### config.mk
export PLATFORM = sky130hd
export DESIGN_NAME = instruction_uc
export DESIGN_NICKNAME = d
export VERILOG_FILES = /design/src/rtl/instruction_uc.sv
export SDC_FILE = /design/constraint.sdc
export NUM_CORES = 1
export LEC_CHECK = 0
export CELL_PAD_IN_SITES_DETAIL_PLACEMENT = 1
export CELL_PAD_IN_SITES_GLOBAL_PLACEMENT = 2
export CORE_ASPECT_RATIO = 1.5
export CORE_MARGIN = 3
export CORE_UTILIZATION = 31
export DETAILED_ROUTE_END_ITERATION = 7
export PLACE_DENSITY = 0.85
export REMOVE_ABC_BUFFERS = 1
export SLEW_MARGIN = 25
export SYNTH_ARGS = -nofsm -noshare
export SYNTH_HDL_FRONTEND = slang
export SYNTH_SLANG_ARGS = --single-unit
### constraint.sdc
create_clock -name clk -period 5.1 [get_ports clk]
set_input_delay 1.53 -clock clk [delete_from_list [all_inputs] [get_ports clk]]
set_output_delay 1.53 -clock clk [all_outputs]
set_load 0.05 [all_outputs]
### src/rtl/instruction_uc.sv
// instruction_uc: multi-cycle control unit for a small RV32I-style datapath.
// Each instruction goes through FETCH, DECODE and EXEC. Loads take one more
// cycle, LOAD_WB. An illegal opcode sends the unit to ERROR, which it leaves
// only on reset.
//
// Ports
//   clk, reset       clock; synchronous active-high reset
//   opcode/funct3/   instruction fields IR[6:0], IR[14:12], IR[30]; sampled
//   funct7_5         only while in DECODE
//   IR_load          instruction register load strobe (FETCH)
//   PC_load          PC update strobe (instruction retires on this edge)
//   WE_reg/WE_mem    register-bank / data-memory write enables
//   OP_MEM_I         operand/writeback path: 0 R, 1 load/store, 2 imm ALU, 3 jump/AUIPC
//   ADD_SUB          ALU add (0) / sub (1)
//   JAL/JALR/AUIPC   next-PC / writeback selects
//   BRANCH           PC_load gated by the flag chosen by select_flags
//   select_flags     branch condition (latched funct3), 0 when not branching
//   error            sticky illegal-opcode indication
//   instr_count      retired instruction count, wraps
//
// state   | meaning
// --------+-----------------------------------------------
// RST     | held in reset, everything quiet
// FETCH   | load IR
// DECODE  | latch instruction class, funct3, funct7_5
// EXEC    | execute from the latched class
// LOAD_WB | load data writeback
// ERROR   | illegal opcode seen, wait for reset
module instruction_uc (
  input  logic        clk,
  input  logic        reset,
  input  logic [6:0]  opcode,
  input  logic [2:0]  funct3,
  input  logic        funct7_5,
  output logic        IR_load,
  output logic        PC_load,
  output logic        WE_reg,
  output logic        WE_mem,
  output logic [1:0]  OP_MEM_I,
  output logic        ADD_SUB,
  output logic        JAL,
  output logic        JALR,
  output logic        AUIPC,
  output logic        BRANCH,
  output logic [2:0]  select_flags,
  output logic        error,
  output logic [31:0] instr_count
);

  typedef enum logic [2:0] {
    S_RST, S_FETCH, S_DECODE, S_EXEC, S_LOAD_WB, S_ERROR
  } state_t;

  typedef enum logic [3:0] {
    C_NONE, C_R, C_I, C_LOAD, C_STORE, C_BRANCH, C_JAL, C_JALR, C_AUIPC
  } cls_t;

  state_t     state, state_nxt;
  cls_t       cls_q, cls_dec;
  logic [2:0] f3_q;
  logic       f7_q;

  always_comb begin
    cls_dec = C_NONE;
    case (opcode)
      7'b0110011: cls_dec = C_R;
      7'b0010011: cls_dec = C_I;
      7'b0000011: cls_dec = C_LOAD;
      7'b0100011: cls_dec = C_STORE;
      7'b1100011: cls_dec = C_BRANCH;
      7'b1101111: cls_dec = C_JAL;
      7'b1100111: cls_dec = C_JALR;
      7'b0010111: cls_dec = C_AUIPC;
      default:    cls_dec = C_NONE;
    endcase
  end

  always_ff @(posedge clk) begin
    if (reset) state <= S_RST;
    else       state <= state_nxt;
  end

  // Instruction fields are captured only on leaving DECODE, so EXEC and
  // LOAD_WB ignore whatever the IR inputs do afterwards.
  always_ff @(posedge clk) begin
    if (reset) begin
      cls_q <= C_NONE;
      f3_q  <= 3'b000;
      f7_q  <= 1'b0;
    end else if (state == S_DECODE) begin
      cls_q <= cls_dec;
      f3_q  <= funct3;
      f7_q  <= funct7_5;
    end
  end

  always_comb begin
    state_nxt = state;
    case (state)
      S_RST:     state_nxt = S_FETCH;
      S_FETCH:   state_nxt = S_DECODE;
      S_DECODE:  state_nxt = (cls_dec == C_NONE) ? S_ERROR : S_EXEC;
      S_EXEC:    state_nxt = (cls_q == C_LOAD) ? S_LOAD_WB : S_FETCH;
      S_LOAD_WB: state_nxt = S_FETCH;
      S_ERROR:   state_nxt = S_ERROR;
      default:   state_nxt = S_RST;
    endcase
  end

  always_comb begin
    IR_load      = 1'b0;
    PC_load      = 1'b0;
    WE_reg       = 1'b0;
    WE_mem       = 1'b0;
    OP_MEM_I     = 2'd0;
    ADD_SUB      = 1'b0;
    JAL          = 1'b0;
    JALR         = 1'b0;
    AUIPC        = 1'b0;
    BRANCH       = 1'b0;
    select_flags = 3'b000;
    error        = 1'b0;
    case (state)
      S_FETCH:   IR_load = 1'b1;
      S_LOAD_WB: begin
        OP_MEM_I = 2'd1;
        WE_reg   = 1'b1;
        PC_load  = 1'b1;
      end
      S_ERROR:   error = 1'b1;
      S_EXEC: begin
        case (cls_q)
          C_R: begin
            WE_reg  = 1'b1;
            PC_load = 1'b1;
            ADD_SUB = f7_q && (f3_q == 3'b000);
          end
          C_I: begin
            OP_MEM_I = 2'd2;
            WE_reg   = 1'b1;
            PC_load  = 1'b1;
          end
          // Address phase only; writeback happens in LOAD_WB.
          C_LOAD:  OP_MEM_I = 2'd1;
          C_STORE: begin
            OP_MEM_I = 2'd1;
            WE_mem   = 1'b1;
            PC_load  = 1'b1;
          end
          C_BRANCH: begin
            ADD_SUB      = 1'b1;
            BRANCH       = 1'b1;
            select_flags = f3_q;
            PC_load      = 1'b1;
          end
          C_JAL, C_JALR, C_AUIPC: begin
            OP_MEM_I = 2'd3;
            WE_reg   = 1'b1;
            PC_load  = 1'b1;
            JAL      = (cls_q == C_JAL);
            JALR     = (cls_q == C_JALR);
            AUIPC    = (cls_q == C_AUIPC);
          end
          default: ;
        endcase
      end
      default: ;
    endcase
  end

  always_ff @(posedge clk) begin
    if (reset)        instr_count <= 32'd0;
    else if (PC_load) instr_count <= instr_count + 32'd1;
  end

endmodule

After elaboration in Yosys (flattened, before gate mapping)
Index checks and enable logic that the tools add are counted.
{ "op_classes": {"addsub": 1, "n_mul": 0, "div": 0, "order_cmp": 0, "eq_ne": 21, "n_shift": 0, "muxes": 26, "bitwise_logic": 0, "n_reduce_logical": 9} }
{ "ops": {"columns": ["op", "count"], "rows": [
  ["32-bit by 1-bit adder with 32-bit output, second input constant", 1],
  ["4-bit case mux with 8 select lines", 1],
  ["7-bit == test, second input constant", 3],
  ["4-bit by 3-bit == test with 1-bit output, second input constant", 4],
  ["1-bit 2-to-1 mux", 15],
  ["3-bit case mux with 5 select lines", 1],
  ["7-bit by 5-bit == test with 1-bit output, second input constant", 2],
  ["7-bit by 6-bit == test with 1-bit output, second input constant", 2],
  ["3-bit 2-to-1 mux", 4],
  ["4-bit by 2-bit == test with 1-bit output, second input constant", 2],
  ["7-bit by 2-bit == test with 1-bit output, second input constant", 1],
  ["7-bit OR reduction", 1],
  ["3-bit by 2-bit == test with 1-bit output, second input constant", 2],
  ["3-bit == test, second input constant", 2],
  ["3-bit zero test", 2],
  ["1-bit case mux with 2 select lines", 3],
  ["2-bit case mux with 3 select lines", 1],
  ["5-bit OR reduction", 1],
  ["4-bit by 1-bit == test with 1-bit output, second input constant", 1],
  ["4-bit == test, second input constant", 1],
  ["4-bit zero test", 1],
  ["2-bit case mux with 2 select lines", 1],
  ["2-bit OR reduction", 2],
  ["3-bit by 1-bit == test with 1-bit output, second input constant", 1],
  ["2 further kinds", 2]
]} }
{ "word_totals": {"reg_bits": 43, "latchBits": 0, "mem_bits_rw": 0, "mem_bits_ro": 0, "input_bits": 13, "out_inout_bits": 47, "word_cells": 62, "n_memories": 0} }

Depth between registers and ports, before layout
Gate-level depths: netlist of run 1.
{ "logic_depth": {"depth_word": 5, "mapped_depth": 9, "ltp_nobuf": 6} }

Worst setup path after synthesis of run 1
OpenSTA, ideal clock, no wires.
{ "synth_timing": {"path_type": "reg2out", "from": "register f3_q[0]", "to": "output ADD_SUB", "t_arrival_ns": 3.445, "setup_slack_ns": 0.125, "stages_incl_launch_ff": 3, "cell_sequence": "dfxtp_1 > or4b_2 > a2111oi_0"} }
{ "synth_between": {"elab_chain_len": 4} }
{ "synth_lines": {"columns": ["element", "line_no", "text"], "rows": [
  ["start: declaration", "60", "logic [2:0] f3_q;"],
  ["start signal: assignment", "92", "f3_q <= funct3;"],
  ["3-bit zero test", "136", "ADD_SUB = f7_q && (f3_q == 3'b000);"],
  ["1-bit logical AND", "136", null],
  ["1-bit case mux with 2 select lines", "132", "case (cls_q)"],
  ["1-bit 2-to-1 mux", "123", "case (state)"],
  ["end: declaration", "40", "output logic ADD_SUB,"]
]} }
Every way passes these cells.

Worst setup path in the final report of run 1
{ "layout_timing": {"from": "register state[2]", "to": "output select_flags[1]"} }
{ "layout_between": {"elab_chain_len": 2} }
{ "layout_lines": {"columns": ["element", "line_no", "text"], "rows": [
  ["start: declaration", "58", "state_t state, state_nxt;"],
  ["start signal: assignment", "80", "else state <= state_nxt;"],
  ["3-bit by 2-bit == test with 1-bit output", "123", null],
  ["3-bit 2-to-1 mux", "123", null],
  ["end: declaration", "45", "output logic [2:0] select_flags,"]
]} }
Every way passes these cells.

==> results of run 1 <==
[cells in the final DEF (no fill, tap or decap), drive strengths merged, types with 9 or more instances in the layout]
cell and instances:
inv 9, nand2 27, or3 10, clkdlybuf4s50 59, nand3 10, nor2 27
dfxtp 43, a21oi 31, o21ai 10, o31ai 12
[power by group]
part           leakage (nW)  switching, mW  internal, mW
Sequential            0.347        0.00563         0.340
Combinational         0.605         0.0394        0.0244
Clock                0.0772          0.126         0.209
[registers in the layout, indices dropped and copies added, names as in the netlist]
register / flops
state: 3
cls_q: 4
f3_q: 3
f7_q: 1
instr_count: 32
[logic make-up (layout without fill, tap and decap cells)]
kind of cell / after synthesis / after routing / synth area share [%]
simple gates: 131 / 131 / 29.51
flops: 43 / 43 / 34.94
xor+xnor: 9 / 9 / 3.199
mux: 3 / 3 / 1.320
buf+inv: 29 / 79 / 5.790
compound gates: 87 / 87 / 24.73
fa+ha+maj: 1 / 1 / 0.5078
[worst min-delay path, stage by stage (launching register included)]
cell and delay (ns):
sky130_fd_sc_hd__dfxtp_1 0.31, sky130_fd_sc_hd__nand2_1 0.05, sky130_fd_sc_hd__a21oi_1 0.05
[worst max path at each step]
stage                     depth (start not counted)      from         endpoint  slack (ns)
after floorplan                                   2   f3_q[0]          ADD_SUB        0.13
after global placement                            5  state[2]  select_flags[0]        1.17
after detailed placement                          5  state[2]  select_flags[1]        1.10
after CTS                                         5  state[2]  select_flags[1]        0.80
after global routing                              5  state[2]  select_flags[1]        0.66
final                                             5  state[2]  select_flags[1]        0.84
[layout make-up]
cell class | instances | area share (%)
timing repair buffer | 62 | 18.85
tap | 102 | 3.925
inverter | 9 | 1.039
multi-input combinational | 231 | 44.90
clock buffer | 8 | 4.810
sequential | 43 | 26.47
[metal layers]
| metal | vias up | wire length (um) |
|---|---|---|
| li1 | 1217 | - |
| met1 | 1201 | 2836 |
| met2 | 48 | 3862 |
| met3 | 10 | 213 |
| met4 | 0 | 131 |
| met5 | - | 0 |
[metrics by stage]
| stage | power [mW] | area (um2) |
|---|---|---|
| after global routing | 0.7757 | 3252 |
| after global placement | 0.4165 | 3095 |
| after floorplan | 0.3857 | 2355 |
| final | 0.7441 | 3252 |
| after detailed placement | 0.4177 | 3095 |
| after CTS | 0.7551 | 3252 |
==> implementation parameters, run 1 <==
Parameter                              Value

Layout
  Fill count ... 944
  Count of inserted antenna diode cells ... 0
  Ratio of cells with drive above 1 in the final layout ... about 6.2%
  Synth-to-layout area growth ... 32.00%
  Final design utilization ... a little over two fifths
  Post-route insts no fill ... 455
  Multi-input gate area in the final layout ... between 1000 and 1500 um2
  FF+latch area ... between 800 and 900 um2
  Final net count ... between 300 and 400

Die
  Chip Height ... 115.2 um
  Initial core utilization ... about a third
  Die outline area ... between 9000 and 10,000 um2
  Total I/O pin count ... 60
  Die Wd ... between 70 and 80 um
  Num rows ... 39
  Core region area ... between 7000 and 8000 um2

Timing
  Setup repair after global routing missed its margin ... no
  Setup Skew ... between 0.003 and 0.004 ns
  Total count of max-transition violations in the final report ... 0
  Hold Violations, Final ... 0
  Slew HR ... between 50% and 60%
  Final setup violation count ... 0
  Setup total negative slack ... 0 ns
  Slew at the pin closest to its max-slew limit ... around 0.74 ns
  Share of the clock period used by the worst path after layout ... between 80% and 90%
  Least setup slack across all paths after layout ... around 0.84 ns
  Post-route worst hold slack ... 0.4583 ns
  Final Critical Period ... 4.258 ns
  Fmax achieved ... roughly 0.23 GHz

Critical path
  Buffers plus inverters on the worst setup path ... 1
  Critical setup path kind ... flop to primary output
  Slowest stage cell, crit path ... sky130_fd_sc_hd__clkdlybuf4s50_1
  Worst reg-to-reg path cell count ... 5
  Kind of cell adding the most delay to the critical path ... simple AND/OR/NAND/NOR gates
  Capturing point of the worst reg2reg path ... instr_count[29]
  Flop-to-flop setup slack ... roughly 2.3 ns
  Arrival time of the worst setup path ... around 2.7 ns
  Nature of the critical path endpoint ... primary output
  Crit-path max FO ... 10
  Req. time, crit path ... 3.57 ns
  Ordered cell list for the critical path ... nand3b_1, or3_1, nor2_1, and2_1, clkdlybuf4s50_1
  Launching element type of the critical path ... flop
  Reg-to-reg startpoint ... instr_count[2]
  Critical Path Max Stage Delay ... about 0.79 ns

Hold path
  Hold_sp ... f7_q
  Min-Delay Endpoint ... f7_q
  Number of cells on the worst hold path ... 2
  Worst hold path class ... flop to flop

Power
  Power per unit of standard cell area ... around 230 nW/um2
  Static power due to leakage ... between 1 and 1.5 nW
  IR Drop Worst-Case VDD ... 0.0001196 V

Placed design
  Detailed Place HPWL ... 5344 um
  Setup slack after placement ... between 1 and 1.5 ns
  Count of buffers from port buffering ... 59
  Count of placed standard cells including taps ... about 450
  Global placement routability congestion ... roughly 0.76

Synthesis
  Cell area after synthesis ... about 2500 um2
  Cell variety after synth ... 59
  Cell taking the most area after synthesis ... sky130_fd_sc_hd__dfxtp_1
  Number of flops mapped to enable cells by yosys ... 0
  Synth area leaders ... sky130_fd_sc_hd__dfxtp_1 35%, sky130_fd_sc_hd__a21oi_1 6.1%, sky130_fd_sc_hd__nand2_1 4.1%
  Flop and latch count out of synthesis ... 43
  Area share of the leading cell type in the synthesized netlist ... around a third
  Synth warnings ... 0
  Portion of the post-synthesis area used by sequential elements ... 34.94%
  Top cells by count, synth ... 43 x sky130_fd_sc_hd__dfxtp_1, 30 x sky130_fd_sc_hd__a21oi_1, 27 x sky130_fd_sc_hd__nand2_1, 27 x sky130_fd_sc_hd__nor2_1, 12 x sky130_fd_sc_hd__o31ai_1
  Number of instances in the synthesized netlist ... about 300
  Dominant cell by count in the synthesized netlist ... sky130_fd_sc_hd__dfxtp_1
  Async SR Flop Fraction ... 0%
  Most used flip-flop cell after synthesis ... sky130_fd_sc_hd__dfxtp_1
  Syn avg cell area ... between 8 and 9 um2

Global route
  Overall overflow remaining after global route ... 0
  First-pass GRT wire length ... approximately 12,000 um
  Most Used Layer, Global Route ... met2
  Global Route Usage Sum ... 16.00%
  Number of global-route vias before repair ... 2,527
  Maximum number of pins on one net before global-route repair ... between 40 and 50
  Met3 demand-to-capacity share in global routing ... ~2.5%
  Met2 track demand over resource ... 31.14%
  Global routing usage on met1 ... between 15 and 20%
  Antenna violations before repair ... 0

Detailed routing
  Number of nets with antenna violations after routing ... 0
  Number of detailed-route iterations in the first pass ... 4
  Drc violations ... 0
  Average wire per cell in the routed design ... between 15 and 20 um
  Routed via count divided by cell count ... roughly 5.4
  Total routed wirelength ... about 7000 um
  DR vias ... 2,476
  Drt first-iter violations ... 60

Clock network
  Post-cts repair resize count ... 0
  Clock Path Buffers ... 2
  Clock tree from TritonCTS ... built
  Source-to-sink clock delay at the later pin of the worst-skew pair ... roughly 0.28 ns
  Buffer count from post-CTS setup fixing ... 0
  Root Buffer Master ... sky130_fd_sc_hd__clkbuf_16
  Clk sinks ... 43
  Num CTS Buffers ... 5
  Hold_buf cts ... 0
  Clock transition at path regs ... roughly 0.06 ns
  Maximum level of the CTS H-tree ... 2

Run
  Count of max-cap constraint violations ... 0

Outcome
  Result of the run ... complete, no violations
Note: power is estimated with default switching activity, not from simulation.
==> inputs of run 2 (changes only) <==
--- a/config.mk
+++ b/config.mk
@@ -9,9 +9,9 @@
 export CELL_PAD_IN_SITES_GLOBAL_PLACEMENT = 2
 export CORE_ASPECT_RATIO = 1.5
 export CORE_MARGIN = 3
-export CORE_UTILIZATION = 31
+export CORE_UTILIZATION = 26
 export DETAILED_ROUTE_END_ITERATION = 7
-export PLACE_DENSITY = 0.85
+export PLACE_DENSITY = 0.76
 export REMOVE_ABC_BUFFERS = 1
 export SLEW_MARGIN = 25
 export SYNTH_ARGS = -nofsm -noshare
==> constraint.sdc (replaced) <==
create_clock -name clk -period 3.75 [get_ports clk]
set_input_delay 1.125 -clock clk [delete_from_list [all_inputs] [get_ports clk]]
set_output_delay 1.125 -clock clk [all_outputs]
set_load 0.05 [all_outputs]
==> implementation parameters, run 2 (same netlist as run 1, synthesis figures left out) <==
Parameter                              Value

Outcome
  Result of the run ... complete, no violations (unchanged)

Placed design
  Count of buffers from port buffering ... 59 (unchanged)
  Global placement routability congestion ... 0.8445 (was 0.7596)
  Count of placed standard cells including taps ... 456 (was 447)
  Detailed Place HPWL ... 5693 um (was 5344 um)
  Area after DPL ... 3098 um2 (was 3095 um2)

Critical path
  Ordered cell list for the critical path ... or4b_4, o211a_1, o21ai_0, clkdlybuf4s50_1 (was nand3b_1, or3_1, nor2_1, and2_1, clkdlybuf4s50_1)
  Kind of cell adding the most delay to the critical path ... buffers and inverters (was simple AND/OR/NAND/NOR gates)
  Critical Path Max Stage Delay ... 0.83 ns (was 0.79 ns)
  Req. time, crit path ... 2.62 ns (was 3.57 ns)
  Launching element type of the critical path ... flop (unchanged)
  Buffers plus inverters on the worst setup path ... 1 (unchanged)
  Nature of the critical path endpoint ... primary output (unchanged)
  Critical setup path kind ... flop to primary output (unchanged)
  Worst reg-to-reg path cell count ... 5 (unchanged)
  Slowest stage cell, crit path ... sky130_fd_sc_hd__clkdlybuf4s50_1 (unchanged)
  Instance count on the critical path ... 4 (was 5)
  Crit-path max FO ... 11 (was 10)
  Arrival time of the worst setup path ... 2.49 ns (was 2.73 ns)

Layout
  Flip-flop count of the largest register after layout ... 32 (unchanged)
  Most common cell after layout, fill and taps aside ... sky130_fd_sc_hd__clkdlybuf4s50_1 (unchanged)
  Post-route insts no fill ... 464 (was 455)
  Final net count ... 367 (was 366)
  Registers with the most flip-flops ... instr_count (32), cls_q (4) (unchanged)
  Commonest cells after routing, fill and taps aside ... 53 x sky130_fd_sc_hd__clkdlybuf4s50_1, 43 x sky130_fd_sc_hd__dfxtp_1, 30 x sky130_fd_sc_hd__a21oi_1 (was 59 x sky130_fd_sc_hd__clkdlybuf4s50_1, 43 x sky130_fd_sc_hd__dfxtp_1, 30 x sky130_fd_sc_hd__a21oi_1)
  Ratio of cells with drive above 1 in the final layout ... 7.910% (was 6.232%)
  Synth-to-layout area growth ... 31.34% (was 32.00%)
  Final design utilization ... 35.80% (was 42.45%)
  Count of inserted antenna diode cells ... 0 (unchanged)
  Design Area, Final ... 3236 um2 (was 3252 um2)
  Largest register by flop count ... instr_count (unchanged)

Global route
  Global Route Usage Sum ... 14.17% (was 16.00%)
  Antenna violations before repair ... 0 (unchanged)
  Number of global-route vias before repair ... 2,422 (was 2,527)
  Overall overflow remaining after global route ... 0 (unchanged)
  Maximum number of pins on one net before global-route repair ... 48 (unchanged)
  First-pass GRT wire length ... 12,270 um (was 11,940 um)

Timing
  Setup Skew ... 0.003697 ns (was 0.003902 ns)
  Share of the clock period used by the worst path after layout ... between 90% and 100%
  Setup repair after global routing missed its margin ... no (unchanged)
  Final Critical Period ... approximately 3.6 ns
  Slew at the pin closest to its max-slew limit ... 0.6279 ns (was 0.7424 ns)
  Slew HR ... 58.14% (was 50.08%)
  Fmax achieved ... around 0.28 GHz
  Hold Violations, Final ... 0 (unchanged)
  Final setup violation count ... 0 (unchanged)
  Total count of max-transition violations in the final report ... 0 (unchanged)

Detailed routing
  Average wire per cell in the routed design ... 16.16 um (was 15.48 um)
  Total routed wirelength ... 7500 um (was 7043 um)
  Routed via count divided by cell count ... 5.284 (was 5.442)
  Number of detailed-route iterations in the first pass ... 4 (unchanged)
  Number of nets with antenna violations after routing ... 0 (unchanged)
  Drt first-iter violations ... 96 (was 60)
  DR vias ... 2,452 (was 2,476)
  Drc violations ... 0 (unchanged)

Die
  Total I/O pin count ... 60 (unchanged)
  Core region area ... 9039 um2 (was 7661 um2)
  Chip Height ... 125.2 um (was 115.2 um)
  Die Wd ... 85.48 um (was 78.79 um)
  Num rows ... 42 (was 39)
  Die outline area ... 10,700 um2 (was 9074 um2)
  Initial core utilization ... 27.26% (was 32.16%)

Clock network
  Post-cts repair resize count ... 0 (unchanged)
  Hold_buf cts ... 0 (unchanged)
  Num CTS Buffers ... 5 (unchanged)
  Buffer count from post-CTS setup fixing ... 0 (unchanged)
  Clock Path Buffers ... 2 (unchanged)
  Clock transition at path regs ... 0.06 ns (about the same)
  Source-to-sink clock delay at the later pin of the worst-skew pair ... 0.28 ns (about the same)
  Maximum level of the CTS H-tree ... 2 (unchanged)
  Clock tree from TritonCTS ... built (unchanged)
  Root Buffer Master ... sky130_fd_sc_hd__clkbuf_16 (unchanged)
  Clk sinks ... 43 (unchanged)

Power
  Proportion of power drawn by flip-flops and latches ... 47.9% (was 46.4%)
  IR Drop Worst-Case VDD ... 0.0001537 V (was 0.0001196 V)
  Internal Dissipation ... 742.4 uW (was 572.9 uW)
  Static power due to leakage ... 1.037 nW (was 1.029 nW)
  Switching power ... 238.6 uW (was 171.2 uW)
  Fraction of power consumed by combinational cells ... 9.1% (was 8.6%)
  Portion of total power attributed to the clock network ... 43.0% (was 45.0%)
  Net switching share of the total power ... 24.32% (was 23.01%)
  Power per unit of standard cell area ... 303.2 nW/um2 (was 228.8 nW/um2)

Hold path
  Worst hold path class ... flop to flop (unchanged)
  Number of cells on the worst hold path ... 2 (unchanged)

Run
  Count of max-cap constraint violations ... 0 (unchanged)
[run 2: worst paths after layout]
kind | slack (ns) | endpoint | startpoint
setup / recovery | 0.14 | WE_reg | cls_q[3]
hold / removal | 0.46 | f7_q | f7_q
hold reg to reg | 0.46 | f7_q | f7_q
setup reg to reg | 1.01 | instr_count[29] | instr_count[2]
[run 2: metrics by stage]
stage	power [mW]	hold WS (ns)	setup WS, ns	setup TNS [ns]
global placement	0.5692	0.4425	0.4641	0
global route	1.021	0.4959	0.003172	0
CTS	0.9943	0.4594	0.1352	0
floorplan	0.5246	0.4254	-0.8197	-0.8197
detailed placement	0.5714	0.4508	0.4442	0
finish	0.9809	0.4560	0.1395	0
[run 2: tightest hold or removal path, cell delays in order (launching register included)]
cell	delay, ns
sky130_fd_sc_hd__dfxtp_1	0.31
sky130_fd_sc_hd__nand2_1	0.05
sky130_fd_sc_hd__a21oi_1	0.05
[run 2: power groups by stage]
stage          clock network, mW  registers, mW  logic (mW)
2_1_floorplan                  0          0.481      0.0439
3_3_place_gp                   0          0.480      0.0893
3_5_place_dp                   0          0.481      0.0908
4_1_cts                    0.433          0.470      0.0911
5_1_grt                    0.453          0.471      0.0966
6_report                   0.421          0.470      0.0894
[run 2: cell type report]
cell class                      count  area [um2]
Fill cell                        1099        5803
Multi-Input combinational cell    231        1460
Sequential cell                    43       860.8
Timing Repair Buffer               63       605.6
Tap cell                          110       137.6
Clock buffer                        7       132.6
Inverter                            9       33.78
Clock inverter                      1       5.005
[run 2: per-layer routing]
| layer | GRT usage (%) | vias to the layer above | wire length [um] |
|---|---|---|---|
| met4 | 3.914 | 0 | 89 |
| met2 | 27.01 | 43 | 4133 |
| met5 | 0 | - | 0 |
| met3 | 2.238 | 8 | 244 |
| li1 | - | 1222 | - |
| met1 | 15.82 | 1179 | 3033 |
